**config.mk**
```make
export PLATFORM = sky130hd
export DESIGN_NAME = cache_controller_flat
export DESIGN_NICKNAME = d
export VERILOG_FILES = /design/src/rtl/cache_controller_if.sv /design/src/rtl/cache_controller.sv /design/src/flat_wrapper.sv
export SDC_FILE = /design/constraint.sdc
export NUM_CORES = 1
export LEC_CHECK = 0
export CORE_AREA = 5 5 465 467
export DETAILED_ROUTE_END_ITERATION = 16
export DIE_AREA = 0 0 470 472
export HOLD_SLACK_MARGIN = 0.12
export PLACE_DENSITY = 0.33
export SLEW_MARGIN = 20
export SYNTH_ARGS = -nofsm -noshare
export SYNTH_HDL_FRONTEND = slang
export SYNTH_SLANG_ARGS = --single-unit
```
**constraint.sdc**
```tcl
create_clock -name clk -period 4.6 [get_ports clk]
set_clock_uncertainty 0.1 [all_clocks]
set_input_delay 0.69 -clock clk [delete_from_list [all_inputs] [get_ports clk]]
set_output_delay 0.69 -clock clk [all_outputs]
set_load 0.01 [all_outputs]
```
**src/rtl/cache_controller_if.sv**
```systemverilog
// Interface: cache_controller_if
// Bundles the CPU load/store port, the cache array port and the block-wide memory port.
interface cache_controller_if #(
  parameter int unsigned ADDR_WIDTH = 28,
  parameter int unsigned DATA_WIDTH = 32,
  parameter int unsigned BLOCK_SIZE = 256,
  parameter int unsigned CACHE_SIZE = 65536
);
  localparam int unsigned OFFSET_WIDTH = $clog2(BLOCK_SIZE / DATA_WIDTH);
  localparam int unsigned INDEX_WIDTH  = $clog2(CACHE_SIZE * 8 / BLOCK_SIZE);
  localparam int unsigned TAG_WIDTH    = ADDR_WIDTH - INDEX_WIDTH - OFFSET_WIDTH;

  // CPU side
  logic [ADDR_WIDTH-1:0] cpu_addr;
  logic [DATA_WIDTH-1:0] cpu_wdata;
  logic                  cpu_rd;
  logic                  cpu_wr;
  logic [DATA_WIDTH-1:0] cpu_rdata;
  logic                  cpu_ready;

  // Cache array side
  logic [ADDR_WIDTH-1:0] cm_addr;
  logic [BLOCK_SIZE-1:0] cm_data_write;
  logic                  cm_dirty_write;
  logic                  cm_write_en;
  logic [BLOCK_SIZE-1:0] cm_data_read;
  logic                  cm_dirty_read;
  logic [TAG_WIDTH-1:0]  cm_tag_read;
  logic                  cm_hit;

  // Main memory side
  logic [ADDR_WIDTH-1:0] mem_addr;
  logic                  mem_rd;
  logic                  mem_wr;
  logic [BLOCK_SIZE-1:0] mem_wdata;
  logic [BLOCK_SIZE-1:0] mem_rdata;
  logic                  mem_valid;

  modport master (
    input  cpu_addr, cpu_wdata, cpu_rd, cpu_wr,
    output cpu_rdata, cpu_ready,
    output cm_addr, cm_data_write, cm_dirty_write, cm_write_en,
    input  cm_data_read, cm_dirty_read, cm_tag_read, cm_hit,
    output mem_addr, mem_rd, mem_wr, mem_wdata,
    input  mem_rdata, mem_valid
  );

  modport slave (
    output cpu_addr, cpu_wdata, cpu_rd, cpu_wr,
    input  cpu_rdata, cpu_ready,
    input  cm_addr, cm_data_write, cm_dirty_write, cm_write_en,
    output cm_data_read, cm_dirty_read, cm_tag_read, cm_hit,
    input  mem_addr, mem_rd, mem_wr, mem_wdata,
    output mem_rdata, mem_valid
  );
endinterface

```
**src/rtl/cache_controller.sv**
```systemverilog
// Write-back, write-allocate controller for a direct-mapped cache with one outstanding request.
// Optional hit/miss counters are enabled by defining CC_STATS_EN.
module cache_controller #(
  parameter int unsigned ADDR_WIDTH = 28,
  parameter int unsigned DATA_WIDTH = 32,
  parameter int unsigned BLOCK_SIZE = 256,
  parameter int unsigned CACHE_SIZE = 65536
) (
  input  logic               clk,
  input  logic               rst_n,
  cache_controller_if.master bus
`ifdef CC_STATS_EN
  ,
  output logic [31:0]        hit_cnt,
  output logic [31:0]        miss_cnt
`endif
);

  localparam int unsigned OFFSET_WIDTH = $clog2(BLOCK_SIZE / DATA_WIDTH);
  localparam int unsigned INDEX_WIDTH  = $clog2(CACHE_SIZE * 8 / BLOCK_SIZE);
  localparam int unsigned TAG_WIDTH    = ADDR_WIDTH - INDEX_WIDTH - OFFSET_WIDTH;
  localparam int unsigned WORD_LSB_W   = $clog2(DATA_WIDTH);

  typedef enum logic [2:0] {
    StIdle,
    StCompare,
    StWriteback,
    StAllocate,
    StFill
  } state_e;

  state_e                  state_q, state_d;
  logic [ADDR_WIDTH-1:0]   addr_q;
  logic [DATA_WIDTH-1:0]   wdata_q;
  logic                    is_store_q;
  logic [ADDR_WIDTH-1:0]   wb_addr_q;
  logic [BLOCK_SIZE-1:0]   wb_data_q;
  logic [BLOCK_SIZE-1:0]   fill_q;

  logic [OFFSET_WIDTH-1:0] offset;
  logic [INDEX_WIDTH-1:0]  index;
  logic [TAG_WIDTH-1:0]    tag;
  logic [OFFSET_WIDTH+WORD_LSB_W-1:0] word_lsb;
  logic [BLOCK_SIZE-1:0]   merged;

  logic accept;
  logic wb_start;
  logic fill_take;

  assign offset   = addr_q[OFFSET_WIDTH-1:0];
  assign index    = addr_q[OFFSET_WIDTH +: INDEX_WIDTH];
  assign tag      = addr_q[ADDR_WIDTH-1 -: TAG_WIDTH];
  assign word_lsb = {offset, {WORD_LSB_W{1'b0}}};

  assign accept    = (state_q == StIdle) && (bus.cpu_rd || bus.cpu_wr);
  assign wb_start  = (state_q == StCompare) && !bus.cm_hit && bus.cm_dirty_read;
  assign fill_take = (state_q == StAllocate) && bus.mem_valid;

  // The array is indexed by the latched request, so it stays put for the whole transaction.
  assign bus.cm_addr = addr_q;

  always_comb begin
    merged = bus.cm_data_read;
    merged[word_lsb +: DATA_WIDTH] = wdata_q;
  end

  always_comb begin
    state_d            = state_q;
    bus.cpu_rdata      = '0;
    bus.cpu_ready      = 1'b0;
    bus.cm_data_write  = '0;
    bus.cm_dirty_write = 1'b0;
    bus.cm_write_en    = 1'b0;
    bus.mem_addr       = '0;
    bus.mem_rd         = 1'b0;
    bus.mem_wr         = 1'b0;
    bus.mem_wdata      = '0;

    unique case (state_q)
      StIdle: begin
        if (accept) begin
          state_d = StCompare;
        end
      end

      StCompare: begin
        if (bus.cm_hit) begin
          bus.cpu_ready = 1'b1;
          state_d       = StIdle;
          if (is_store_q) begin
            bus.cm_write_en    = 1'b1;
            bus.cm_dirty_write = 1'b1;
            bus.cm_data_write  = merged;
          end else begin
            bus.cpu_rdata = bus.cm_data_read[word_lsb +: DATA_WIDTH];
          end
        end else if (bus.cm_dirty_read) begin
          state_d = StWriteback;
        end else begin
          state_d = StAllocate;
        end
      end

      StWriteback: begin
        bus.mem_wr    = 1'b1;
        bus.mem_addr  = wb_addr_q;
        bus.mem_wdata = wb_data_q;
        if (bus.mem_valid) begin
          state_d = StAllocate;
        end
      end

      StAllocate: begin
        bus.mem_rd   = 1'b1;
        bus.mem_addr = {tag, index, {OFFSET_WIDTH{1'b0}}};
        if (bus.mem_valid) begin
          state_d = StFill;
        end
      end

      StFill: begin
        bus.cm_write_en    = 1'b1;
        bus.cm_dirty_write = 1'b0;
        bus.cm_data_write  = fill_q;
        state_d            = StCompare;
      end

      default: state_d = StIdle;
    endcase
  end

  always_ff @(posedge clk or negedge rst_n) begin
    if (!rst_n) begin
      state_q    <= StIdle;
      addr_q     <= '0;
      wdata_q    <= '0;
      is_store_q <= 1'b0;
      wb_addr_q  <= '0;
      wb_data_q  <= '0;
      fill_q     <= '0;
    end else begin
      state_q <= state_d;
      if (accept) begin
        addr_q     <= bus.cpu_addr;
        wdata_q    <= bus.cpu_wdata;
        is_store_q <= bus.cpu_wr;
      end
      // Victim address and data are frozen here so the writeback stays stable under a slow memory.
      if (wb_start) begin
        wb_addr_q <= {bus.cm_tag_read, index, {OFFSET_WIDTH{1'b0}}};
        wb_data_q <= bus.cm_data_read;
      end
      if (fill_take) begin
        fill_q <= bus.mem_rdata;
      end
    end
  end

`ifdef CC_STATS_EN
  logic        first_q;
  logic [31:0] hit_cnt_q;
  logic [31:0] miss_cnt_q;

  // Only the first COMPARE of a request counts; the post-fill COMPARE always hits.
  always_ff @(posedge clk or negedge rst_n) begin
    if (!rst_n) begin
      first_q    <= 1'b0;
      hit_cnt_q  <= '0;
      miss_cnt_q <= '0;
    end else begin
      if (accept) begin
        first_q <= 1'b1;
      end else if (state_q == StCompare) begin
        first_q <= 1'b0;
      end
      if ((state_q == StCompare) && first_q) begin
        if (bus.cm_hit) begin
          hit_cnt_q <= hit_cnt_q + 32'd1;
        end else begin
          miss_cnt_q <= miss_cnt_q + 32'd1;
        end
      end
    end
  end

  assign hit_cnt  = hit_cnt_q;
  assign miss_cnt = miss_cnt_q;
`endif

endmodule

```
**src/flat_wrapper.sv**
```systemverilog
// flat-port wrapper written by rule: the top's interface ports become plain ports
module cache_controller_flat 
#(
  parameter int unsigned ADDR_WIDTH = 28,
  parameter int unsigned DATA_WIDTH = 32,
  parameter int unsigned BLOCK_SIZE = 256,
  parameter int unsigned CACHE_SIZE = 65536
)
  (clk, rst_n, bus_cpu_addr, bus_cpu_wdata, bus_cpu_rd, bus_cpu_wr, bus_cpu_rdata, bus_cpu_ready, bus_cm_addr, bus_cm_data_write, bus_cm_dirty_write, bus_cm_write_en, bus_cm_data_read, bus_cm_dirty_read, bus_cm_tag_read, bus_cm_hit, bus_mem_addr, bus_mem_rd, bus_mem_wr, bus_mem_wdata, bus_mem_rdata, bus_mem_valid);
  cache_controller_if #(.ADDR_WIDTH(ADDR_WIDTH), .DATA_WIDTH(DATA_WIDTH), .BLOCK_SIZE(BLOCK_SIZE), .CACHE_SIZE(CACHE_SIZE)) bus_i ();
  input  logic clk;
  input  logic rst_n;
  input wire logic [$bits(bus_i.cpu_addr)-1:0] bus_cpu_addr;
  input wire logic [$bits(bus_i.cpu_wdata)-1:0] bus_cpu_wdata;
  input wire logic [$bits(bus_i.cpu_rd)-1:0] bus_cpu_rd;
  input wire logic [$bits(bus_i.cpu_wr)-1:0] bus_cpu_wr;
  output wire logic [$bits(bus_i.cpu_rdata)-1:0] bus_cpu_rdata;
  output wire logic [$bits(bus_i.cpu_ready)-1:0] bus_cpu_ready;
  output wire logic [$bits(bus_i.cm_addr)-1:0] bus_cm_addr;
  output wire logic [$bits(bus_i.cm_data_write)-1:0] bus_cm_data_write;
  output wire logic [$bits(bus_i.cm_dirty_write)-1:0] bus_cm_dirty_write;
  output wire logic [$bits(bus_i.cm_write_en)-1:0] bus_cm_write_en;
  input wire logic [$bits(bus_i.cm_data_read)-1:0] bus_cm_data_read;
  input wire logic [$bits(bus_i.cm_dirty_read)-1:0] bus_cm_dirty_read;
  input wire logic [$bits(bus_i.cm_tag_read)-1:0] bus_cm_tag_read;
  input wire logic [$bits(bus_i.cm_hit)-1:0] bus_cm_hit;
  output wire logic [$bits(bus_i.mem_addr)-1:0] bus_mem_addr;
  output wire logic [$bits(bus_i.mem_rd)-1:0] bus_mem_rd;
  output wire logic [$bits(bus_i.mem_wr)-1:0] bus_mem_wr;
  output wire logic [$bits(bus_i.mem_wdata)-1:0] bus_mem_wdata;
  input wire logic [$bits(bus_i.mem_rdata)-1:0] bus_mem_rdata;
  input wire logic [$bits(bus_i.mem_valid)-1:0] bus_mem_valid;
  assign bus_i.cpu_addr = bus_cpu_addr;
  assign bus_i.cpu_wdata = bus_cpu_wdata;
  assign bus_i.cpu_rd = bus_cpu_rd;
  assign bus_i.cpu_wr = bus_cpu_wr;
  assign bus_cpu_rdata = bus_i.cpu_rdata;
  assign bus_cpu_ready = bus_i.cpu_ready;
  assign bus_cm_addr = bus_i.cm_addr;
  assign bus_cm_data_write = bus_i.cm_data_write;
  assign bus_cm_dirty_write = bus_i.cm_dirty_write;
  assign bus_cm_write_en = bus_i.cm_write_en;
  assign bus_i.cm_data_read = bus_cm_data_read;
  assign bus_i.cm_dirty_read = bus_cm_dirty_read;
  assign bus_i.cm_tag_read = bus_cm_tag_read;
  assign bus_i.cm_hit = bus_cm_hit;
  assign bus_mem_addr = bus_i.mem_addr;
  assign bus_mem_rd = bus_i.mem_rd;
  assign bus_mem_wr = bus_i.mem_wr;
  assign bus_mem_wdata = bus_i.mem_wdata;
  assign bus_i.mem_rdata = bus_mem_rdata;
  assign bus_i.mem_valid = bus_mem_valid;
  cache_controller #(.ADDR_WIDTH(ADDR_WIDTH), .DATA_WIDTH(DATA_WIDTH), .BLOCK_SIZE(BLOCK_SIZE), .CACHE_SIZE(CACHE_SIZE)) u_core (.clk(clk), .rst_n(rst_n), .bus(bus_i));
endmodule
```
==> results.sh <==
export IMPL_clkSlewWorstSetupHoldPaths_ns=0.06
export IMPL_synthDistinctLibCells=56
export IMPL_cts_buffers=88
export IMPL_die_y_um=472
export IMPL_die_w_um=470
export IMPL_cts_tree="yes"
export IMPL_seq_area_frac_synth_pct=45.0
export IMPL_grt_pass1_wl_mm=344
export IMPL_drive_above_1_share_pct=29.3
export IMPL_wl_per_cell_um=38.2
export IMPL_synth_edf_count=0
export IMPL_initial_utilization_pct=15.8
export IMPL_finalHoldViolCount=0
export IMPL_maxSlewHeadroom_pct=36.1
export IMPL_rr_endpoint="u_core.fill_q[185]$_DFFE_PN0P_"
export IMPL_crit_chain="inv_1 -> ha_1 -> ha_1 -> or4b_4 -> buf_4 -> o2111ai_1 -> o211ai_1 -> buf_4"
export IMPL_cts_root_buf="clkbuf_16"
export IMPL_setup_viol=0
export IMPL_maxSlewViolCount=0
export IMPL_startpoint_type="flip-flop"
export IMPL_rsz0062_at_grt="no"
export IMPL_routed_wl_mm=265
export IMPL_crit_start="u_core.bus.cm_addr[0]$_DFFE_PN0P_"
export IMPL_p_leak_nw=20.3
export IMPL_hold_class="flip-flop to flip-flop"
export IMPL_grt_antenna_before_repair=76
export IMPL_cts_sinks=601
export IMPL_synth_seq_cells=601
export IMPL_vias=30900
export IMPL_grt_usage_pct=23.0
export IMPL_ys_flop_type="dfrtp_1"
export IMPL_status="complete, no violations"
export IMPL_period_needed_ns=4.51
export IMPL_dieArea_um2=222000
export IMPL_drc_errors=0
export IMPL_drt_pass1_iterations=5
export IMPL_antenna_left=0
export IMPL_fin_nets=4627
export IMPL_io_pins=1198
export IMPL_cpMaxStageDelayCell="or4b_4"
export IMPL_grt_ovfl_total=0
export IMPL_worst_pin_slew_ns=0.959
export IMPL_grt_pass1_vias=33300
export IMPL_rrSetupSlack_ns=1.65
export IMPL_hpwl_mm=209
export IMPL_via_per_inst=4.45
export IMPL_port_buffer_count=1194
export IMPL_async_flop_share_pct=100
export IMPL_worstSkewPairLatency_ns=0.72
export IMPL_gp_congestion=0.895
export IMPL_crit_type="flip-flop to output pin"
export IMPL_fmax_mhz=222
export IMPL_critical_path_max_stage_delay_ns=0.57
export IMPL_arrival_ns=3.72
export IMPL_clockBufferDepth=3
export IMPL_cap_violations=0
export IMPL_h_tree_depth=3
export IMPL_initialDrtViolationCount=1613
export IMPL_hp_start="u_core.fill_q[4]$_DFFE_PN0P_"
export IMPL_grt_max_degree=106
export IMPL_utilization_pct=25.2
export IMPL_power_mw=35.6
export IMPL_cp_max_fo=15
export IMPL_peakVddDrop_uv=463
export IMPL_area_growth_pct=59.4
export IMPL_r2r_cells=5
export IMPL_rows=169
export IMPL_syn_area_um2=33400
export IMPL_core_um2=211000
export IMPL_crit_end="bus_cm_data_write[1]"
export IMPL_rr_startpoint="u_core.state_q[0]$_DFFE_PN0P_"
export IMPL_crit_path_end_kind="output pin"
export IMPL_worstPathRequired_ns=3.81
export IMPL_powerDensity_nw_per_um2=667
export IMPL_period_share_pct=98.0
export IMPL_netlist_instances=2824
export IMPL_ys_warn_count=0
export IMPL_syn_avg_cell_area_um2=11.8
[cells by family after synthesis]
group | share of synthesized area [%]
compound gates | 13.0
simple gates | 12.4
flops | 45.0
fa+ha+maj | 0.225
buf+inv | 4.90
other cells | 0.0112
mux | 24.4
[power by group]
| group | internal [mW] | leakage [nW] | switching (mW) | total [mW] |
|---|---|---|---|---|
| clock network | 4.55 | 1.49 | 2.94 | 7.49 |
| registers | 8.00 | 7.16 | 1.77 | 9.78 |
| logic | 7.93 | 11.7 | 10.3 | 18.3 |
| total | 20.5 | 20.3 | 15.1 | 35.6 |
[state kept, by name, indices dropped and copies added (netlist names)]
name                flops
u_core.wb_addr_q       25
u_core.fill_q         256
u_core.is_store_q       1
u_core.state_q          3
u_core.bus.cm_addr     28
u_core.wb_data_q      256
u_core.wdata_q         32
[worst min-delay path by stage]
stage	endpoint	cells past startpoint
CTS	u_core.fill_q[248]$_DFFE_PN0P_	2
global route	u_core.fill_q[243]$_DFFE_PN0P_	1
detailed placement	u_core.fill_q[243]$_DFFE_PN0P_	1
floorplan	u_core.bus.cm_addr[0]$_DFFE_PN0P_	0
finish	u_core.fill_q[4]$_DFFE_PN0P_	1
global placement	u_core.fill_q[243]$_DFFE_PN0P_	1
[stage by stage]
step                instances  worst slack (ns)  TNS, ns  area (um2)  hold slack [ns]
finish                   6941            0.0940        0       53300            0.385
global route             6924           0.00109        0       53200            0.402
CTS                      6917           -0.0291  -0.0291       53200            0.364
detailed placement       6750             0.145        0       50000            0.372
global placement         6750             0.112        0       50000            0.363
floorplan                2826             0.654        0       33400            0.294
[final cells by class]
type	count	area [um2]
clock inverters	25	514
multi-input cells	1891	17000
flip-flops and latches	601	15100
repair buffers	1410	14500
inverters	36	143
clock buffers	133	2550
well taps	2821	3530
diodes	24	60.1
fillers	22400	158000
[cell usage after synthesis (3+ instances only)]
cell type / n / area, um2
nor3_1: 21 / 105
nand4_1: 72 / 450
a221o_1: 63 / 631
buf_6: 32 / 360
ha_1: 6 / 75.1
or3_1: 16 / 100
o211ai_2: 70 / 876
a211oi_1: 9 / 67.6
nor3b_1: 3 / 22.5
buf_4: 13 / 97.6
dfrtp_1: 601 / 15000
nand2b_1: 4 / 25.0
o211ai_1: 79 / 593
clkbuf_1: 155 / 582
nand2_1: 218 / 818
nor2_1: 6 / 22.5
nor2b_1: 12 / 75.1
nor3_2: 4 / 40.0
o311ai_2: 11 / 179
buf_1: 27 / 101
mux2_1: 30 / 338
o2111ai_1: 124 / 1090
nand3_1: 78 / 390
and2_1: 303 / 1900
inv_1: 34 / 128
o311ai_1: 31 / 272
a22o_1: 58 / 508
mux4_2: 64 / 1440
mux2_2: 567 / 6380
buf_2: 72 / 360
o311ai_0: 3 / 26.3
[placed cells by master, fill, tap and decap left out, types with 33 or more instances in the layout]
cell,n
nand2_1,217
mux2_2,567
buf_12,85
nand3_1,77
dfrtp_1,598
a221o_1,63
clkdlybuf4s50_1,1096
o211ai_2,70
buf_4,209
o211ai_1,79
o2111ai_1,122
nand4_1,72
clkbuf_16,89
and2_1,302
a22o_1,58
inv_1,33
mux4_2,64
[what timing repair did]
item                       4_1_cts  5_1_grt
setup endpoints to repair      123        9
setup buffers                    7        0
hold buffers                     1        0
pin swaps                        4        1
cloned                           1        0
hold endpoints to repair        46        0
resized for setup               34        1
[worst max-delay path: cells and delay by family (launching register included)]
family                   cells  cell delay [ns]
AO/OA/AOI/OAI                2             0.83
adder cells (fa/ha/maj)      2             0.44
AND/OR/NAND/NOR              1             0.57
flip-flops                   1             0.49
buffers and inverters        3             0.67
[routing by layer]
metal  part of all wire [%]  up-vias  routed length (um)  track usage (%)
li1                       -    13100                   -                -
met1                     38    16200              101000             25.7
met2                     51     1322              135000             41.6
met3                    7.2      295               19000             6.70
met4                    3.5       46                9280             7.51
met5                   0.11        -                 296                0
(Power assumes the default switching activity.)
